`config.mk`:
```
export PLATFORM = sky130hd
export DESIGN_NAME = avmm_triple_arbiter
export DESIGN_NICKNAME = d
export VERILOG_FILES = /design/src/rtl/avmm_triple_arbiter.sv
export SDC_FILE = /design/constraint.sdc
export NUM_CORES = 1
export LEC_CHECK = 0
export ABC_AREA = 1
export CAP_MARGIN = 20
export CORE_ASPECT_RATIO = 0.7
export CORE_MARGIN = 2
export CORE_UTILIZATION = 43
export DETAILED_ROUTE_END_ITERATION = 12
export PLACE_DENSITY = 0.86
export SLEW_MARGIN = 20
export SYNTH_ARGS = -nofsm -noshare
export SYNTH_HDL_FRONTEND = slang
export SYNTH_SLANG_ARGS = --single-unit
```
`constraint.sdc`:
```
create_clock -name csi_clk -period 2.65 [get_ports csi_clk]
set_input_delay 0.3975 -clock csi_clk [delete_from_list [all_inputs] [get_ports csi_clk]]
set_output_delay 0.3975 -clock csi_clk [all_outputs]
set_load 0.005 [all_outputs]
```
`src/rtl/avmm_triple_arbiter.sv`:
```
// avmm_triple_arbiter: round-robin Avalon-MM master sharing one multiply-by-3 slave among NREQ requesters
module avmm_triple_arbiter #(
    parameter int N     = 32,
    parameter int NREQ  = 2,
    parameter int CNT_W = 16
) (
    input  logic              csi_clk,
    input  logic              rsi_reset_n,
    output logic [7:0]        avm_m0_address,
    output logic              avm_m0_write,
    output logic [N-1:0]      avm_m0_writedata,
    output logic              avm_m0_read,
    input  logic [N-1:0]      avm_m0_readdata,
    input  logic [NREQ-1:0]   req_valid,
    input  logic [NREQ*N-1:0] req_data,
    output logic [NREQ-1:0]   req_ready,
    output logic [NREQ-1:0]   rsp_valid,
    output logic [N-1:0]      rsp_data,
    output logic              busy,
    output logic [CNT_W-1:0]  ops_done
);
    localparam int IW = (NREQ > 1) ? $clog2(NREQ) : 1;

    typedef enum logic [1:0] {IDLE, WR, RD, CAP} state_t;

    state_t        state, state_nxt;
    logic [IW-1:0] rr_last, gnt, gnt_nxt, idx;
    logic          found;
    logic [N-1:0]  op;

    assign avm_m0_address   = '0;
    assign avm_m0_write     = state == WR;
    assign avm_m0_read      = state == RD;
    assign avm_m0_writedata = op;
    assign busy             = state != IDLE;

    // round-robin search starting after rr_last; descending loop so the nearest candidate wins
    always_comb begin
        gnt_nxt = '0;
        found   = 1'b0;
        idx     = '0;
        for (int k = NREQ; k >= 1; k--) begin
            idx = IW'((int'(rr_last) + k) % NREQ);
            if (req_valid[idx]) begin
                found   = 1'b1;
                gnt_nxt = idx;
            end
        end
    end

    // next-state and combinational accept strobe
    always_comb begin
        state_nxt = state;
        req_ready = '0;
        unique case (state)
            IDLE: if (found) begin
                state_nxt = WR;
                req_ready = NREQ'(1) << gnt_nxt;
            end
            WR:      state_nxt = RD;
            RD:      state_nxt = CAP;
            CAP:     state_nxt = IDLE;
            default: state_nxt = IDLE;
        endcase
    end

    // state register, operand capture on grant, result capture and counting on CAP
    always_ff @(posedge csi_clk or negedge rsi_reset_n) begin
        if (!rsi_reset_n) begin
            state     <= IDLE;
            rr_last   <= IW'(NREQ - 1);
            gnt       <= '0;
            op        <= '0;
            rsp_data  <= '0;
            rsp_valid <= '0;
            ops_done  <= '0;
        end else begin
            state     <= state_nxt;
            rsp_valid <= '0;
            if (state == IDLE && found) begin
                op      <= req_data[gnt_nxt*N +: N];
                gnt     <= gnt_nxt;
                rr_last <= gnt_nxt;
            end
            if (state == CAP) begin
                rsp_data  <= avm_m0_readdata;
                rsp_valid <= NREQ'(1) << gnt;
                ops_done  <= ops_done + CNT_W'(1);
            end
        end
    end
endmodule

```
==> metrics.md, run 1 <==
| Metric | Value |
|---|---|
| Outcome | `finished clean` |
| Max Freq | `452 MHz` |
| # setup viols final | `0` |
| CTS Buffer Depth | `2` |
| Top cells by area, synth | `dfrtp_1, nand2_1, nand3_1, inv_1, buf_4` |
| Core Area | `8510 um2` |
| Sequential power share | `0.368` |
| Vias in the first global route | `3,481` |
| HP Class | `in -> async` |
| Hold-fix buffers at CTS | `0` |
| Wire per inst | `~14 um` |
| Post-synthesis cell area | `3780 um2` |
| Routed Wire Length | `10,400 um` |
| Gr usage total | `0.219` |
| Initial antenna violation count | `0` |
| Clock latency on the worst-skew pair | `~0.32 ns` |
| CTS clk-pin slew, worst paths | `0.06 ns` |
| P per Cell Area | `1020 nW/um2` |
| Post-synth EDFFs | `0` |
| Worst EP arrival | `~1.8 ns` |
| Setup crit start kind | `flop` |
| CTS root buf | `clkbuf_16` |
| Clock Skews | `0.0100 ns` |
| Fin crit share | `0.836` |
| Slowest stage delay, CP | `0.50 ns` |
| Synth Area per Inst | `8.41 um2` |
| Largest net degree at the start of global routing | `87` |
| Slew Limit Fails | `0` |
| FP Rows | `28` |
| Max-cap violations | `0` |
| Clk pwr share | `0.195` |
| YS warnings | `0` |
| TritonRoute pass-1 iters | `4` |
| CP max FO | `4` |
| # diodes | `0` |
| DRT iter0 DRCs | `136` |
| Most used DFF post-synth | `dfrtp_1` |
| Yosys cell types | `22` |
| Sw frac | `0.328` |
| Sequential share of the synthesized area | `0.569` |
| Comb pwr share | `0.437` |
| Gr ovfl total | `0` |
| DRC violations left | `0` |
| Synth Instances | `450` |
| Layout area overhead | `58.9%` |
| # IOs | `195` |
| Routed Antenna Nets | `0` |
| Final Wtd Congestion | `between 0.8 and 0.9` |
| CP endpoint kind | `primary output` |
| CP cell instances | `inv_1, ha_1, inv_1, nor2_4, clkdlybuf4s50_1` |
| Worst-Margin Slew | `0.774 ns` |
| R2R cell count | `6` |
| TritonCTS clock tree | `yes` |
| First-pass GRT wire length | `16,200 um` |
| Max-slew headroom | `0.484` |
| Layout Nets | `approximately 740` |
| Die footprint | `~9600 um2` |
| Die Y | `roughly 82 um` |
| Total Power | `6.11 mW` |
| Post-DP Area | `5730 um2` |
| Cts repair resizes | `0` |
| Yosys top cell area share | `0.562` |
| Total CTS buffers | `9` |
| Required time worst endpoint | `between 2 and 2.5 ns` |
| CTS sink cnt | `86` |
| #FFs+latches synth | `86` |
| Yosys top cell by area | `dfrtp_1` |
| Period minus WS final | `2.21 ns` |
| H-tree Lvls | `3` |
| Switching power | `2.00 mW` |
| Post-synth ARST share | `1.00` |
| Int Pwr | `4.10 mW` |
| RSZ-0062 raised after global routing | `false` |
| Final non-filler cell area | `6010 um2` |
| Detail Placement HPWL | `~7900 um` |
| Detailed-route via count | `3,468` |
| Initial Util | `0.444` |
| Synth cell count leaders | `nand2_1, dfrtp_1, nand3_1, inv_1` |
| Die X | `116 um` |
| Type of the worst setup path | `reg -> out` |
| Final setup TNS | `0 ns` |
| Layout cells sized above 1 | `0.0484` |
| DR vias/cell | `4.56` |
| P_leak | `2.85 nW` |
| Highest ir drop seen on vdd | `547 uV` |
| Hold Vio Cnt, Final | `0` |
| Most frequent CP cell | `inv_1` |
| CP max-delay cell | `clkdlybuf4s50_1` |
| Most numerous cell in the Yosys netlist | `nand2_1` |
| PortBufs | `around 190` |
| Post-CTS Setup Bufs | `0` |
==> through the flow <==
stage / hold WS (ns) / util / std cells / worst slack [ns]
2_1_floorplan: 0.102 / - / 457 / 1.16
3_3_place_gp: 0.444 / 0.673 / 746 / 0.505
3_5_place_dp: 0.459 / 0.673 / 746 / 0.498
4_1_cts: 0.313 / 0.705 / 760 / 0.418
5_1_grt: 0.187 / 0.706 / 760 / 0.350
6_report: 0.118 / 0.706 / 760 / 0.436
==> path summary, 6_finish.rpt <==
check | startpoint | end | slack, ns
max | state[0] | req_ready[1] | 0.44
min | rsi_reset_n | ops_done[8] | 0.12
max reg2reg | state[0] | rsp_data[4] | 0.91
min reg2reg | rsp_data[31] | rsp_data[31] | 0.47
max in group asynchronous | rsi_reset_n | avm_m0_writedata[6] | 1.98
min in group csi_clk | rsp_data[31] | rsp_data[31] | 0.47
==> logic make-up (layout without fill, tap and decap cells) <==
family | count (synthesis) | after routing | share of synthesized area
simple gates | 295 | 295 | 0.322
xor+xnor | 10 | 10 | 0.0232
flops | 86 | 86 | 0.569
fa+ha+maj | 5 | 5 | 0.0165
buf+inv | 49 | 232 | 0.0629
compound gates | 4 | 4 | 0.00562
other cells | 1 | 8 | 0.000991
==> layer usage <==
| metal | vias to the layer above | track usage | routed length [um] |
|---|---|---|---|
| met5 | - | 0 | 0 |
| met4 | 0 | 0.0440 | 95 |
| met3 | 11 | 0.103 | 1100 |
| met2 | 129 | 0.373 | 4940 |
| met1 | 1598 | 0.259 | 4240 |
| li1 | 1730 | - | - |
==> cells in the final DEF, fill, tap and decap left out, types with 5 or more instances in the layout <==
master	count
nor2_1	11
conb_1	8
dfrtp_1	85
ha_1	5
inv_1	24
nand3_1	36
nand4_1	5
buf_4	7
nand2_1	231
xnor2_1	6
clkbuf_16	9
clkdlybuf4s50_1	185
==> power groups by stage <==
stage | sequential [mW] | combinational, mW | clock [mW]
floorplan | 2.27 | 1.06 | 0
global placement | 2.23 | 2.61 | 0
detailed placement | 2.25 | 2.70 | 0
CTS | 2.25 | 2.71 | 1.22
global route | 2.32 | 2.96 | 1.29
finish | 2.25 | 2.67 | 1.19
==> final cells by class <==
class	instances	area, um2
clock buffer	10	229
multi-input combinational	322	1420
clock inverter	4	50.0
sequential	86	2150
timing repair buffer	193	1920
tap	120	150
inverter	25	93.8
fill	688	2500
==> worst max-delay path, delay by kind of cell, from the launching register on <==
family | cells | cell delay, ns
AND/OR/NAND/NOR | 1 | 0.13
flip-flops | 1 | 0.40
adder cells (fa/ha/maj) | 1 | 0.25
buffers and inverters | 3 | 0.72
==> sequential cells by signal (all words and copies together), names as in the netlist <==
name,cells
avm_m0_writedata,32
gnt,1
ops_done,16
rr_last,1
rsp_data,32
rsp_valid,2
state,2
Power figures use the tool's default switching activity.
==> run 2: changes to the inputs <==
--- a/config.mk
+++ b/config.mk
@@ -9,9 +9,9 @@
 export CAP_MARGIN = 20
 export CORE_ASPECT_RATIO = 0.7
 export CORE_MARGIN = 2
-export CORE_UTILIZATION = 43
+export CORE_UTILIZATION = 40
 export DETAILED_ROUTE_END_ITERATION = 12
-export PLACE_DENSITY = 0.86
+export PLACE_DENSITY = 0.81
 export SLEW_MARGIN = 20
 export SYNTH_ARGS = -nofsm -noshare
 export SYNTH_HDL_FRONTEND = slang
==> constraint.sdc (replaced) <==
create_clock -name csi_clk -period 2.2 [get_ports csi_clk]
set_input_delay 0.33 -clock csi_clk [delete_from_list [all_inputs] [get_ports csi_clk]]
set_output_delay 0.33 -clock csi_clk [all_outputs]
set_load 0.005 [all_outputs]
==> run 2 against run 1 <==
Die area up 7.2%. Sequential share of layout area fell by 0.38 points. Sequential power grew 21%. Routed wire length up 3.0%. Worst setup slack worse by 0.32 ns. Global-route usage shrank 0.29 points.
==> metrics.md, run 2 (synthesized netlist as in run 1, its figures left out) <==
| Metric | Value |
|---|---|
| Total Power | `about 7.5 mW` |
| Clock latency on the worst-skew pair | `approximately 0.34 ns` |
| DR vias/cell | `4.66` |
| CTS sink cnt | `86` |
| TritonRoute pass-1 iters | `4` |
| Layout area overhead | `60.6%` |
| FP Rows | `29` |
| Top Usage Layer GRT | `met2` |
| Die footprint | `10,300 um2` |
| Most frequent CP cell | `inv_1` |
| Routed Antenna Nets | `0` |
| Worst Hold Depth | `1` |
| Core Area | `9140 um2` |
| Clock Skews | `0.00434 ns` |
| Max Freq | `480 MHz` |
| TritonCTS clock tree | `yes` |
| Detailed-route via count | `3,578` |
| Worst Hold Margin | `0.457 ns` |
| Fin crit share | `0.947` |
| GR Util met1 | `0.264` |
| Commonest non-fill, non-tap cell in the layout | `nand2_1` |
| Hold Vio Cnt, Final | `0` |
| CTS root buf | `clkbuf_16` |
| Required time worst endpoint | `1.87 ns` |
| Commonest cells after routing, fill and taps aside | `nand2_1, clkdlybuf4s50_1, dfrtp_1` |
| CP max FO | `4` |
| Vias in the first global route | `approximately 3,700` |
| CTS clk-pin slew, worst paths | `0.06 ns` |
| Worst EP arrival | `1.75 ns` |
| Gr ovfl total | `0` |
| CTS Buffer Depth | `2` |
| Sequential Area | `2150 um2` |
| Initial antenna violation count | `0` |
| CP Buf/Inv Count | `3` |
| # setup viols final | `0` |
| # IOs | `around 200` |
| Period minus WS final | `2.08 ns` |
| Layout Nets | `around 740` |
| Max-slew headroom | `0.661` |
| Setup crit start kind | `flop` |
| PnR worst setup slack | `between 0.1 and 0.15 ns` |
| Max-cap violations | `0` |
| CP max-delay cell | `clkdlybuf4s50_1` |
| First-pass GRT wire length | `17,400 um` |
| Highest ir drop seen on vdd | `652 uV` |
| Final Wtd Congestion | `0.828` |
| Met3 Use GR | `0.0914` |
| Type of the worst setup path | `reg -> out` |
| Largest net degree at the start of global routing | `48` |
| DRT iter0 DRCs | `214` |
| Worst-Margin Slew | `0.508 ns` |
| RSZ-0062 raised after global routing | `false` |
| Total CTS buffers | `9` |
| Pre-CTS WS | `0.207 ns` |
| Multi-input logic area | `1430 um2` |
| Gr usage total | `0.217` |
| PortBufs | `roughly 190` |
| Routed Wire Length | `10,700 um` |
| Fill cells | `between 700 and 800` |
| Final setup TNS | `0 ns` |
| R2R cell count | `8` |
| DRC violations left | `0` |
| Initial Util | `0.414` |
| P per Cell Area | `1230 nW/um2` |
| Flop-to-flop setup slack | `between 0.4 and 0.5 ns` |
| Layout cells sized above 1 | `0.0575` |
| # diodes | `0` |
| Detail Placement HPWL | `about 8000 um` |
| H-tree Lvls | `3` |
| Slew Limit Fails | `0` |
| GR Util met2 | `0.360` |
| CP top delay family | `buffers and inverters` |
| Placed cell count | `~750` |
| HP Class | `reg -> reg` |
| Crit. path cell count | `5` |
| Wire per inst | `13.9 um` |
| Die Y | `85.4 um` |
| Slowest stage delay, CP | `between 0.5 and 0.6 ns` |
| Outcome | `finished clean` |
| Fin cells | `768` |
| Die X | `about 120 um` |
| CP endpoint kind | `primary output` |
| CP cell instances | `inv_1, ha_4, inv_1, nor2_4, clkdlybuf4s50_1` |
| P_leak | `2.87 nW` |
[run 2: report_power, final]
group	internal, mW	switching, mW	total [mW]	leakage [nW]
Clock	0.880	0.623	1.50	0.134
Sequential	2.28	0.440	2.72	1.07
Combinational	1.81	1.45	3.27	1.66
[run 2: layout make-up]
| class | instances | area share |
|---|---|---|
| Timing Repair Buffer | 195 | 0.320 |
| Sequential cell | 86 | 0.355 |
| Clock inverter | 7 | 0.0122 |
| Inverter | 25 | 0.0155 |
| Tap cell | 124 | 0.0255 |
| Clock buffer | 9 | 0.0371 |
| Multi-Input combinational cell | 322 | 0.235 |
[run 2: final timing paths]
path	startpoint	endpoint
min in group asynchronous	rsi_reset_n	ops_done[14]
max in group asynchronous	rsi_reset_n	rr_last
hold / removal	gnt	rsp_valid[0]
setup / recovery	state[1]	req_ready[1]
setup reg to reg	state[0]	ops_done[14]
hold reg to reg	gnt	rsp_valid[0]
[run 2: layer usage]
| layer | share of wire | routed length [um] |
|---|---|---|
| met1 | 0.41 | 4360 |
| met4 | 0.012 | 125 |
| met2 | 0.47 | 5060 |
| met5 | 0 | 0 |
| met3 | 0.11 | 1130 |
[run 2: timing repair]
action                                 4_1_cts  5_1_grt
endpoints found under the hold margin       39        0
resized for setup                            0        3
hold buffers                                 1        0
buffers inserted                             0        0
setup endpoints to repair                    0        2
[run 2: through the flow]
stage	util	area (um2)
4_1_cts	0.663	6060
2_1_floorplan	-	3810
3_3_place_gp	0.629	5750
6_report	0.664	6070
5_1_grt	0.664	6070
3_5_place_dp	0.629	5750
